==> config.mk <==
export PLATFORM = sky130hd
export DESIGN_NAME = keypad_scanner_flat
export DESIGN_NICKNAME = d
export VERILOG_FILES = /design/src/rtl/keypad_pkg.sv /design/src/rtl/keypad_scanner_if.sv /design/src/rtl/keypad_col_scan.sv /design/src/rtl/keypad_scanner.sv /design/src/flat_wrapper.sv
export SDC_FILE = /design/constraint.sdc
export NUM_CORES = 1
export LEC_CHECK = 0
export ABC_CLOCK_PERIOD_IN_PS = 3660
export BUFFER_PORTS_ARGS = -buffer_cell sky130_fd_sc_hd__buf_2
export CAP_MARGIN = 40
export CORE_ASPECT_RATIO = 1.25
export CORE_MARGIN = 2
export CORE_UTILIZATION = 55
export DETAILED_ROUTE_END_ITERATION = 16
export PLACE_DENSITY = 0.7
export SLEW_MARGIN = 25
export SYNTH_ARGS = -nofsm -noshare
export SYNTH_HDL_FRONTEND = slang
export SYNTH_HIERARCHICAL = 1
export SYNTH_SLANG_ARGS = --single-unit
==> constraint.sdc <==
create_clock -name clk -period 3.66 [get_ports clk]
set_input_delay 0.732 -clock clk [delete_from_list [all_inputs] [get_ports clk]]
set_output_delay 0.732 -clock clk [all_outputs]
set_load 0.01 [all_outputs]
==> src/rtl/keypad_pkg.sv <==
`default_nettype none
// ============================================================================
// Module      : keypad_pkg
// Description : Shared types, constants and helpers for the 4x4 keypad
//               scanner (FSM states, per-scan result kinds, matrix geometry).
// Revision    : 1.0 - initial release
// ============================================================================
package keypad_pkg;

  localparam int NUM_ROWS = 4;
  localparam int NUM_COLS = 4;
  // Column drive right after reset: column 0 selected.
  localparam logic [3:0] COL_IDLE = 4'b1110;

  typedef enum logic [1:0] {
    IDLE    = 2'd0,
    PRESSED = 2'd1,
    BLOCKED = 2'd2
  } state_t;

  typedef enum logic [1:0] {
    RES_NONE   = 2'd0,
    RES_SINGLE = 2'd1,
    RES_MULTI  = 2'd2
  } result_t;

  // Number of asserted bits in a 4-bit active-high row vector.
  function automatic logic [2:0] count_active(input logic [3:0] act);
    count_active = 3'(act[0]) + 3'(act[1]) + 3'(act[2]) + 3'(act[3]);
  endfunction

  // Index of the lowest asserted row (only meaningful for a one-hot input).
  function automatic logic [1:0] row_index(input logic [3:0] act);
    row_index = 2'd0;
    for (int i = 3; i >= 0; i--) begin
      if (act[i]) row_index = 2'(i);
    end
  endfunction

endpackage
`default_nettype wire

==> src/rtl/keypad_scanner_if.sv <==
`default_nettype none
// ============================================================================
// Module      : keypad_scanner_if
// Description : Board-side matrix lines plus the decoded key outputs.
//               master = scanner side, slave = pins/consumer side.
// Revision    : 1.0 - initial release
// ============================================================================
interface keypad_scanner_if;
  import keypad_pkg::*;

  logic [NUM_ROWS-1:0] row_n;
  logic [NUM_COLS-1:0] col_n;
  logic [3:0]          key_code;
  logic                key_valid;
  logic                key_down;
  logic                multi_key;

  modport master (
    input  row_n,
    output col_n, key_code, key_valid, key_down, multi_key
  );

  modport slave (
    output row_n,
    input  col_n, key_code, key_valid, key_down, multi_key
  );

endinterface
`default_nettype wire

==> src/rtl/keypad_col_scan.sv <==
`default_nettype none
// ============================================================================
// Module      : keypad_col_scan
// Description : Column rotation, row synchronizer and per-scan accumulation.
//               Emits a one-cycle scan_done with the NONE/SINGLE/MULTI result
//               of each full pass over the four columns.
// Revision    : 1.0 - initial release
// ============================================================================
module keypad_col_scan
  import keypad_pkg::*;
#(
  parameter int SCAN_TICKS = 50000
) (
  input  wire logic                clk,
  input  wire logic                rst,
  input  wire logic [NUM_ROWS-1:0] row_n,
  output logic      [NUM_COLS-1:0] col_n,
  output logic                     scan_done,
  output result_t                  res_type,
  output logic      [3:0]          res_code
);

  localparam int                  c_TICK_W    = $clog2(SCAN_TICKS);
  localparam logic [c_TICK_W-1:0] c_LAST_TICK = c_TICK_W'(SCAN_TICKS - 1);

  logic [NUM_ROWS-1:0] r_sync1;
  logic [NUM_ROWS-1:0] r_sync2;
  logic [c_TICK_W-1:0] r_tick;
  logic [1:0]          r_col;
  logic [1:0]          r_acc_cnt;   // keys seen so far, saturating at 2
  logic [3:0]          r_acc_code;
  logic                r_done;
  result_t             r_res_type;
  logic [3:0]          r_res_code;

  logic                w_last;
  logic [NUM_ROWS-1:0] w_act;
  logic [2:0]          w_pop;
  logic [2:0]          w_sum;
  logic [1:0]          w_new_cnt;
  logic [3:0]          w_new_code;

  assign w_last     = (r_tick == c_LAST_TICK);
  assign w_act      = ~r_sync2;
  assign w_pop      = count_active(w_act);
  assign w_sum      = {1'b0, r_acc_cnt} + w_pop;
  assign w_new_cnt  = (w_sum >= 3'd2) ? 2'd2 : w_sum[1:0];
  // Remember the code only when this column holds the first and only key.
  assign w_new_code = (r_acc_cnt == 2'd0 && w_pop == 3'd1) ?
                      {row_index(w_act), r_col} : r_acc_code;

  assign col_n     = ~((~COL_IDLE) << r_col);
  assign scan_done = r_done;
  assign res_type  = r_res_type;
  assign res_code  = r_res_code;

  // Two-flop synchronizer for the asynchronous row sense lines.
  always_ff @(posedge clk or posedge rst) begin
    if (rst) begin
      r_sync1 <= '1;
      r_sync2 <= '1;
    end else begin
      r_sync1 <= row_n;
      r_sync2 <= r_sync1;
    end
  end

  // Dwell counter per column and column rotation on wrap.
  always_ff @(posedge clk or posedge rst) begin
    if (rst) begin
      r_tick <= '0;
      r_col  <= 2'd0;
    end else if (w_last) begin
      r_tick <= '0;
      r_col  <= r_col + 2'd1;
    end else begin
      r_tick <= r_tick + c_TICK_W'(1);
    end
  end

  // Accumulate rows at the end of each column; publish the result after column 3.
  always_ff @(posedge clk or posedge rst) begin
    if (rst) begin
      r_acc_cnt  <= 2'd0;
      r_acc_code <= 4'd0;
      r_done     <= 1'b0;
      r_res_type <= RES_NONE;
      r_res_code <= 4'd0;
    end else begin
      r_done <= 1'b0;
      if (w_last) begin
        if (r_col == 2'd3) begin
          r_done     <= 1'b1;
          r_res_type <= (w_new_cnt == 2'd0) ? RES_NONE :
                        (w_new_cnt == 2'd1) ? RES_SINGLE : RES_MULTI;
          r_res_code <= (w_new_cnt == 2'd1) ? w_new_code : 4'd0;
          r_acc_cnt  <= 2'd0;
          r_acc_code <= 4'd0;
        end else begin
          r_acc_cnt  <= w_new_cnt;
          r_acc_code <= w_new_code;
        end
      end
    end
  end

endmodule
`default_nettype wire

==> src/rtl/keypad_scanner.sv <==
`default_nettype none
// ============================================================================
// Module      : keypad_scanner
// Description : 4x4 active-low keypad scanner. Debounces full-scan results
//               and commits presses, rollovers and multi-key blocking.
// Revision    : 1.0 - initial release
// ============================================================================
module keypad_scanner
  import keypad_pkg::*;
#(
  parameter int SCAN_TICKS   = 50000,
  parameter int STABLE_SCANS = 4
) (
  input wire logic          clk,
  input wire logic          rst,
  keypad_scanner_if.master  bus
);

  localparam int                 c_CNT_W  = $clog2(STABLE_SCANS + 1);
  localparam logic [c_CNT_W-1:0] c_STABLE = c_CNT_W'(STABLE_SCANS);

  logic               w_scan_done;
  result_t            w_res_type;
  logic [3:0]         w_res_code;

  result_t            r_prev_type;
  logic [3:0]         r_prev_code;
  logic [c_CNT_W-1:0] r_stable_cnt;
  logic               w_stable;

  state_t             r_state;
  state_t             w_state_nxt;
  logic [3:0]         r_key_code;
  logic [3:0]         w_code_nxt;
  logic               r_key_valid;
  logic               w_valid_nxt;

  keypad_col_scan #(
    .SCAN_TICKS (SCAN_TICKS)
  ) u_col_scan (
    .clk       (clk),
    .rst       (rst),
    .row_n     (bus.row_n),
    .col_n     (bus.col_n),
    .scan_done (w_scan_done),
    .res_type  (w_res_type),
    .res_code  (w_res_code)
  );

  // Count consecutive identical scan results, saturating at the threshold.
  always_ff @(posedge clk or posedge rst) begin
    if (rst) begin
      r_prev_type  <= RES_NONE;
      r_prev_code  <= 4'd0;
      r_stable_cnt <= '0;
    end else if (w_scan_done) begin
      r_prev_type <= w_res_type;
      r_prev_code <= w_res_code;
      if (w_res_type == r_prev_type && w_res_code == r_prev_code) begin
        if (r_stable_cnt != c_STABLE) r_stable_cnt <= r_stable_cnt + c_CNT_W'(1);
      end else begin
        r_stable_cnt <= c_CNT_W'(1);
      end
    end
  end

  assign w_stable = (r_stable_cnt == c_STABLE);

  // State, committed code and press strobe registers.
  always_ff @(posedge clk or posedge rst) begin
    if (rst) begin
      r_state     <= IDLE;
      r_key_code  <= 4'd0;
      r_key_valid <= 1'b0;
    end else begin
      r_state     <= w_state_nxt;
      r_key_code  <= w_code_nxt;
      r_key_valid <= w_valid_nxt;
    end
  end

  // Act on the stable result; a stable result matching the state is a no-op.
  always_comb begin
    w_state_nxt = r_state;
    w_code_nxt  = r_key_code;
    w_valid_nxt = 1'b0;
    if (w_stable) begin
      unique case (r_state)
        IDLE, BLOCKED: begin
          if (r_prev_type == RES_SINGLE) begin
            w_state_nxt = PRESSED;
            w_code_nxt  = r_prev_code;
            w_valid_nxt = 1'b1;
          end else if (r_prev_type == RES_MULTI) begin
            w_state_nxt = BLOCKED;
          end else begin
            w_state_nxt = IDLE;
          end
        end
        PRESSED: begin
          if (r_prev_type == RES_NONE) begin
            w_state_nxt = IDLE;
          end else if (r_prev_type == RES_MULTI) begin
            w_state_nxt = BLOCKED;
          end else if (r_prev_code != r_key_code) begin
            w_code_nxt  = r_prev_code;
            w_valid_nxt = 1'b1;
          end
        end
        default: w_state_nxt = IDLE;
      endcase
    end
  end

  assign bus.key_code  = r_key_code;
  assign bus.key_valid = r_key_valid;
  assign bus.key_down  = (r_state == PRESSED);
  assign bus.multi_key = (r_state == BLOCKED);

endmodule
`default_nettype wire

==> src/flat_wrapper.sv <==
// flat-port wrapper written by rule: the top's interface ports become plain ports
module keypad_scanner_flat import keypad_pkg::*;
#(
  parameter int SCAN_TICKS   = 50000,
  parameter int STABLE_SCANS = 4
)
  (clk, rst, bus_row_n, bus_col_n, bus_key_code, bus_key_valid, bus_key_down, bus_multi_key);
  keypad_scanner_if bus_i ();
  input wire logic clk;
  input wire logic rst;
  input wire logic [$bits(bus_i.row_n)-1:0] bus_row_n;
  output wire logic [$bits(bus_i.col_n)-1:0] bus_col_n;
  output wire logic [$bits(bus_i.key_code)-1:0] bus_key_code;
  output wire logic [$bits(bus_i.key_valid)-1:0] bus_key_valid;
  output wire logic [$bits(bus_i.key_down)-1:0] bus_key_down;
  output wire logic [$bits(bus_i.multi_key)-1:0] bus_multi_key;
  assign bus_i.row_n = bus_row_n;
  assign bus_col_n = bus_i.col_n;
  assign bus_key_code = bus_i.key_code;
  assign bus_key_valid = bus_i.key_valid;
  assign bus_key_down = bus_i.key_down;
  assign bus_multi_key = bus_i.multi_key;
  keypad_scanner #(.SCAN_TICKS(SCAN_TICKS), .STABLE_SCANS(STABLE_SCANS)) u_core (.clk(clk), .rst(rst), .bus(bus_i));
endmodule
==> impl_results.rst, run 1 <==
.. list-table::
   :header-rows: 1

   * - Metric
     - Value
   * - Sequential fraction of the synthesis area
     - between 50% and 60%
   * - Critical path cell sequence
     - inv_1, fa_1, ha_1, ha_1, fa_1, xor2_1, or4b_4, o21ai_1
   * - Clock latency reported for the late side of the worst-skew pair
     - between 0.2 and 0.3 ns
   * - First-pass GRT wire length
     - ~7300 µm
   * - Number of clock buffers inserted by TritonCTS
     - 5
   * - Final weighted congestion of routability-driven global placement
     - about 0.76
   * - HPWL after detailed placement
     - roughly 2900 µm
   * - Synthesis warning total
     - 6
   * - Clock tree from TritonCTS
     - done
   * - Number of post-CTS setup repair buffers
     - 0
   * - Syn Nets
     - ~250
   * - Post-detailed-route DRC marker count
     - 0
   * - Total Die Area
     - between 5000 and 6000 µm²
   * - Number of vias in the routed layout
     - between 1500 and 2000
   * - Final-stage net count
     - about 270
   * - Average size of a mapped cell
     - approximately 11 µm²
   * - Floorplan Core Area
     - 4460 µm²
   * - Initial detailed-routing violation count
     - 57
   * - Maximum root-to-sink buffer count
     - 2
   * - Critical-path maximum fanout
     - 5
   * - Fmax
     - 340 MHz
   * - Cell count after synthesis
     - 227
   * - Die height
     - just over 80 µm
   * - Standard-cell rows
     - 27
   * - Setup slack at placement
     - approximately 0.72 ns
   * - Final Hold Vio Count
     - 0
   * - Antenna cell count
     - 0
   * - Number of antenna violations at the first check in global routing
     - 0
   * - Total of flip-flops plus latches after synthesis
     - 55
   * - Post-layout worst setup margin
     - about 0.72 ns
   * - Kind of path behind the tightest hold check
     - flip-flop to flip-flop
   * - Period utilization
     - 80.5%
   * - Detailed Route WL
     - 3920 µm
   * - Slew at the pin with the worst max-slew slack
     - between 0.6 and 0.7 ns
   * - Avg WL per Cell
     - 12.8 µm
   * - Cell at the slowest stage of the critical path
     - or4b_4
   * - Longest individual stage delay on the worst path
     - 0.56 ns
   * - Count of hold buffers inserted by post-cts repair
     - 0
   * - Accumulated negative setup slack
     - 0 ns
   * - Synthesis-to-layout area growth
     - 8.74%
   * - Number of top-level design ports
     - 17
   * - Starting density of the core
     - between 50% and 60%
   * - Signal arrival time at the worst endpoint
     - about 3.2 ns
   * - Port Buf Inserts
     - 16
   * - Netlist cell types
     - 40
   * - Status
     - finished, final reports clean
   * - CTS H-tree lvls
     - 2
   * - Clock period minus worst slack
     - roughly 3 ns
   * - Final-report setup violation count
     - 0
   * - Worst setup EP type
     - flip-flop
   * - Chip Width
     - approximately 65 µm
   * - Startpoint type of the worst setup path
     - flip-flop
   * - Antenna Violating Nets Remaining
     - 0
   * - Leakage power total
     - between 1 and 1.5 nW
   * - Clock sink count
     - between 50 and 60
   * - Max-Slew Margin vs Limit
     - between 50% and 60%
   * - Pwr per Cell Area
     - between 300 and 400 nW/µm²
   * - Max-capacitance violation count
     - 0
   * - Worst clock skew on the final layout
     - roughly 0.0049 ns
   * - Worst R2R Path Depth
     - 8
   * - Critical path start-end classification
     - flip-flop to flip-flop
   * - Total global-route track usage
     - a little under a fifth
   * - Hold-critical path depth
     - 0
   * - Clock transition at path regs
     - about 0.080 ns
   * - Ratio of cells with drive above 1 in the final layout
     - a little under a fifth
   * - DRT Pass-1 Iters
     - 3
   * - Setup repair after global routing missed its margin
     - false
   * - Final count of pins violating max slew
     - 0
   * - Gr ovfl total
     - 0
   * - Cell area after technology mapping
     - 2580 µm²
   * - Number of gates on the worst path with buffers counted
     - 8
   * - Pin count of the biggest net entering global routing
     - 40
   * - DR vias/cell
     - 5.39
   * - Clock Tree Root
     - clkbuf_8
   * - Number of global-route vias before repair
     - about 1600
   * - Required time at the worst-slack endpoint
     - roughly 3.9 ns
   * - Dominant delay contributor by cell family on the critical path
     - adder cells
   * - Count of instances resized after the clock tree is built
     - 0
   * - Critical path buffer and inverter count
     - 1
   * - Peak VDD IR
     - 240 µV
[synth_stat cells (all sizes together)]
master  number  area [µm²]
o31a         1        8.76
ha          10         125
dfrtp       47        1180
mux2         8        90.1
fa           2        40.0
nor2b        1        6.26
a22o         1        8.76
nor4b        1        23.8
o31ai        3        22.5
nand2       26         100
nor2        12        45.0
o311ai       1        8.76
mux2i        5        50.1
dfstp        8         210
nand2b       2        12.5
and2         2        12.5
and4bb       2        25.0
a21o         1        7.51
nor3         7        40.0
a211oi       1        7.51
xor2        10        87.6
or3          1        6.26
inv         18        67.6
xnor2       16         140
o41ai        1        8.76
nand4        6        43.8
or4b         1        13.8
and4         3        26.3
and3         1        6.26
clkbuf       2        7.51
o21ai       13        65.1
and2b        1        7.51
a21oi        3        15.0
nor4         4        31.3
nand3        6        30.0
[registers in the layout (all words and copies together) (netlist names)]
signal                        flops
u_core/bus.key_code               4
u_core/bus.key_valid              1
u_core/r_prev_code                4
u_core/r_prev_type                2
u_core/r_stable_cnt               3
u_core/r_state                    2
u_core/u_col_scan/r_acc_cnt       2
u_core/u_col_scan/r_acc_code      4
u_core/u_col_scan/r_col           2
u_core/u_col_scan/r_sync1         4
u_core/u_col_scan/r_sync2         4
u_core/u_col_scan/r_tick         16
u_core/u_col_scan/res_code        4
u_core/u_col_scan/res_type        2
u_core/u_col_scan/scan_done       1
[layer usage]
metal	routed length [µm]	GRT usage (%)
met5	0	0
met4	60	6.25
met3	107	4.20
met2	1920	30.9
met1	1830	22.2
[per-stage QoR]
step           hold slack [ns]  total power [W]  utilization, %  instances  area [µm²]
6_report                 0.358         0.000956            62.9        306        2800
3_5_place_dp             0.347         0.000676            61.2        300        2730
4_1_cts                  0.360         0.000977            62.9        306        2800
2_1_floorplan            0.345         0.000663               -        227        2580
5_1_grt                  0.363          0.00101            62.9        306        2800
3_3_place_gp             0.346         0.000675            61.2        300        2730
[worst register-to-register path, delay by kind of cell (launching register included)]
kind	cells	cell delay (ns)
AND/OR/NAND/NOR	1	0.56
buffers and inverters	1	0.07
AO/OA/AOI/OAI	1	0.15
adder cells (fa/ha/maj)	4	1.41
flip-flops	1	0.52
XOR/XNOR	1	0.18
[area by class of cell]
cell class	count	area, µm²
clock buffers	6	72.6
fillers	377	1660
inverters	18	67.6
multi-input cells	152	1120
flip-flops and latches	55	1390
well taps	58	72.6
repair buffers	17	87.6
[cell usage in the layout (no fill, tap or decap), drive strengths merged, types with 2 or more instances in the layout]
master / n
a21oi: 3
and2: 2
and4: 3
and4bb: 2
buf: 17
clkbuf: 6
dfrtp: 47
dfstp: 8
fa: 2
ha: 10
inv: 18
mux2: 8
mux2i: 5
nand2: 26
nand2b: 2
nand3: 6
nand4: 6
nor2: 12
nor3: 7
nor4: 4
o21ai: 13
o31ai: 3
xnor2: 16
xor2: 10
[worst paths after layout]
path	slack, ns	end	start
setup / recovery	0.72	u_core/u_col_scan/res_code[1]	u_core/u_col_scan/r_sync2[0]
setup reg to reg	0.72	u_core/u_col_scan/res_code[1]	u_core/u_col_scan/r_sync2[0]
max in group asynchronous	2.76	u_core/u_col_scan/r_sync2[1]	rst
min in group asynchronous	0.51	u_core/bus.key_code[3]	rst
hold / removal	0.36	u_core/u_col_scan/r_sync2[2]	u_core/u_col_scan/r_sync1[2]
hold reg to reg	0.36	u_core/u_col_scan/r_sync2[2]	u_core/u_col_scan/r_sync1[2]
[kinds of logic after synthesis]
family / Yosys count / share of synthesized area, %
DFF: 55 / 53.8
and+or+nand+nor: 76 / 16.7
buffers and inverters: 20 / 2.91
xor gates and xnor gates: 26 / 8.83
AOI/OAI and AO/OA: 25 / 5.92
adders and majority gates: 12 / 6.41
muxes: 13 / 5.44
[where the power goes]
| part | leakage, nW | internal, W | switching [W] | total, W |
|---|---|---|---|---|
| combinational | 0.566 | 0.0000166 | 0.0000290 | 0.0000456 |
| sequential | 0.727 | 0.000615 | 0.00000189 | 0.000617 |
| clock | 0.0371 | 0.000128 | 0.000166 | 0.000293 |
| total | 1.33 | 0.000759 | 0.000197 | 0.000956 |
Note: power is estimated with default switching activity, not from simulation.
==> run 2: changes to the inputs <==
--- a/config.mk
+++ b/config.mk
@@ -5,14 +5,14 @@
 export SDC_FILE = /design/constraint.sdc
 export NUM_CORES = 1
 export LEC_CHECK = 0
-export ABC_CLOCK_PERIOD_IN_PS = 3660
+export ABC_CLOCK_PERIOD_IN_PS = 2400
 export BUFFER_PORTS_ARGS = -buffer_cell sky130_fd_sc_hd__buf_2
 export CAP_MARGIN = 40
 export CORE_ASPECT_RATIO = 1.25
 export CORE_MARGIN = 2
-export CORE_UTILIZATION = 55
+export CORE_UTILIZATION = 54
 export DETAILED_ROUTE_END_ITERATION = 16
-export PLACE_DENSITY = 0.7
+export PLACE_DENSITY = 0.72
 export SLEW_MARGIN = 25
 export SYNTH_ARGS = -nofsm -noshare
 export SYNTH_HDL_FRONTEND = slang
==> constraint.sdc (replaced) <==
create_clock -name clk -period 2.4 [get_ports clk]
set_input_delay 0.48 -clock clk [delete_from_list [all_inputs] [get_ports clk]]
set_output_delay 0.48 -clock clk [all_outputs]
set_load 0.01 [all_outputs]
==> impl_results.rst, run 2 (synthesis results as in run 1) <==
.. list-table::
   :header-rows: 1

   * - Metric
     - Value
   * - Setup repair after global routing missed its margin
     - true
   * - DRT Pass-1 Iters
     - 4
   * - Clock latency reported for the late side of the worst-skew pair
     - roughly 0.30 ns
   * - Cell at the slowest stage of the critical path
     - or4b_4
   * - Ratio of cells with drive above 1 in the final layout
     - 26.8%
   * - Standard-cell rows
     - 28
   * - Total Die Area
     - ~5300 µm²
   * - Dominant delay contributor by cell family on the critical path
     - adder cells
   * - Floorplan Core Area
     - 4660 µm²
   * - Signal arrival time at the worst endpoint
     - ~3.1 ns
   * - Met3 routed wirelength
     - between 100 and 150 µm
   * - Status
     - finished, violations left
   * - Synthesis-to-layout area growth
     - 15.6%
   * - Port Buf Inserts
     - 16
   * - CTS H-tree lvls
     - 2
   * - Worst setup EP type
     - flip-flop
   * - Violated checks
     - negative setup slack
   * - Clock sink count
     - 55
   * - DR vias/cell
     - 5.33
   * - Post-layout worst setup margin
     - -0.439 ns
   * - Final-report setup violation count
     - 12
   * - Number of vias in the routed layout
     - 1689
   * - Uppermost layer routed
     - met4
   * - Worst-case register-to-register setup slack
     - -0.44 ns
   * - HPWL after detailed placement
     - ~3100 µm
   * - Clock Tree Root
     - clkbuf_8
   * - Detailed-routed wire length on met2
     - 2280 µm
   * - Number of top-level design ports
     - 17
   * - Critical path buffer and inverter count
     - 1
   * - Antenna Violating Nets Remaining
     - 0
   * - Peak VDD IR
     - 347 µV
   * - Max-capacitance violation count
     - 0
   * - Pwr per Cell Area
     - 520 nW/µm²
   * - Clock period minus worst slack
     - around 2.8 ns
   * - Final Hold Vio Count
     - 0
   * - Final-stage net count
     - 274
   * - Minimum hold slack
     - 0.240 ns
   * - Kind of path behind the tightest hold check
     - input pin to async pin
   * - Die height
     - approximately 81 µm
   * - Number of antenna violations at the first check in global routing
     - 0
   * - Worst clock skew on the final layout
     - ~0.012 ns
   * - Flip-flop count of the largest register, all copies and words added
     - 16
   * - Cell total after placement
     - 306
   * - Leakage power total
     - between 1 and 1.5 nW
   * - R2R Path Start
     - u_core/u_col_scan/r_sync2[1]
   * - Clock tree from TritonCTS
     - done
   * - Top reg by flops
     - u_core/u_col_scan/r_tick
   * - Critical path's most frequent cell
     - ha_4
   * - Required time at the worst-slack endpoint
     - around 2.6 ns
   * - Startpoint of the most critical setup path
     - u_core/u_col_scan/r_sync2[1]
   * - Critical path start-end classification
     - flip-flop to flip-flop
   * - Leading cell type in the layout, fill and taps excluded
     - dfrtp_1
   * - Routed metal-1 wirelength
     - ~1900 µm
   * - Initial detailed-routing violation count
     - between 50 and 60
   * - Detailed Route WL
     - between 4000 and 5000 µm
   * - Starting density of the core
     - a little under three fifths
   * - Max-Slew Margin vs Limit
     - 59.5%
   * - Total global-route track usage
     - a little under a fifth
   * - Startpoint type of the worst setup path
     - flip-flop
   * - Avg WL per Cell
     - between 10 and 15 µm
   * - Number of gates on the worst path with buffers counted
     - 7
   * - Fmax
     - about 350 MHz
   * - Gr ovfl total
     - 0
   * - Commonest non-fill, non-tap cells in the layout
     - dfrtp_1, nand2_1, buf_2, xnor2_1, inv_1
   * - Worst setup path endpoint
     - u_core/u_col_scan/res_code[2]
   * - Critical path cell sequence
     - inv_2, fa_1, ha_4, ha_4, fa_2, or4b_4, o21ai_1
   * - Final count of pins violating max slew
     - 0
   * - Maximum root-to-sink buffer count
     - 2
   * - Number of clock buffers inserted by TritonCTS
     - 5
   * - Slew at the pin with the worst max-slew slack
     - approximately 0.61 ns
   * - Clock transition at path regs
     - around 0.09 ns
   * - Worst R2R Path Depth
     - 7
   * - Number of global-route vias before repair
     - about 1800
   * - Post-detailed-route DRC marker count
     - 0
   * - Chip Width
     - between 60 and 70 µm
   * - Antenna cell count
     - 0
   * - Final instance count without filler cells
     - 317
   * - Period utilization
     - 118%
   * - First-pass GRT wire length
     - ~7600 µm
   * - Pin count of the biggest net entering global routing
     - 40
   * - Final weighted congestion of routability-driven global placement
     - 0.800
   * - Longest individual stage delay on the worst path
     - roughly 0.59 ns
   * - Critical-path maximum fanout
     - 5
   * - Critical R2R Capture
     - u_core/u_col_scan/res_code[2]
==> run 2: worst min path at each step <==
| stage | start | end | slack, ns | cells past startpoint |
|---|---|---|---|---|
| 2_1_floorplan | u_core/u_col_scan/r_sync1[0] | u_core/u_col_scan/r_sync2[0] | 0.35 | 0 |
| 3_3_place_gp | u_core/u_col_scan/r_sync1[1] | u_core/u_col_scan/r_sync2[1] | 0.35 | 0 |
| 3_5_place_dp | u_core/u_col_scan/r_sync1[2] | u_core/u_col_scan/r_sync2[2] | 0.35 | 0 |
| 4_1_cts | bus_row_n[2] | u_core/u_col_scan/r_sync1[2] | 0.26 | 1 |
| 5_1_grt | bus_row_n[1] | u_core/u_col_scan/r_sync1[1] | 0.25 | 1 |
| 6_report | rst | u_core/bus.key_code[0] | 0.24 | 2 |
==> run 2: timing repair <==
action	CTS	global route
setup buffers	1	2
gates resized for setup	15	4
pin swaps	3	4
gates cloned	0	0
hold buffers	0	0
setup endpoints to repair	12	12
==> run 2: final cells by class <==
cell class              count  area [µm²]
fillers                   371        1680
inverters                  18        67.6
well taps                  60        75.1
repair buffers             24         140
clock inverters             1        5.00
multi-input cells         152        1230
flip-flops and latches     55        1390
clock buffers               7        76.3
==> run 2: layer usage <==
metal / vias up / GRT usage, %
met1: 825 / 22.0
met2: 29 / 33.2
met4: 0 / 8.33
met5: - / 0
li1: 827 / -
met3: 8 / 2.91
==> run 2: power by group <==
part	leakage, nW	internal (W)	switching [W]	total (W)
logic	0.608	0.0000603	0.0000653	0.000126
registers	0.727	0.000938	0.00000274	0.000941
clock network	0.0422	0.000205	0.000277	0.000482
total	1.38	0.00120	0.000345	0.00155
==> run 2: stage by stage <==
| step | util [%] | TNS (ns) | total power [W] | setup slack, ns | cell area [µm²] |
|---|---|---|---|---|---|
| floorplan | - | -1.77 | 0.00102 | -0.324 | 2590 |
| global placement | 59.7 | -1.98 | 0.00104 | -0.363 | 2780 |
| detailed placement | 59.7 | -2.55 | 0.00105 | -0.448 | 2780 |
| CTS | 63.1 | -2.78 | 0.00156 | -0.430 | 2940 |
| global route | 64.0 | -4.39 | 0.00161 | -0.518 | 2980 |
| finish | 64.0 | -3.23 | 0.00155 | -0.439 | 2980 |
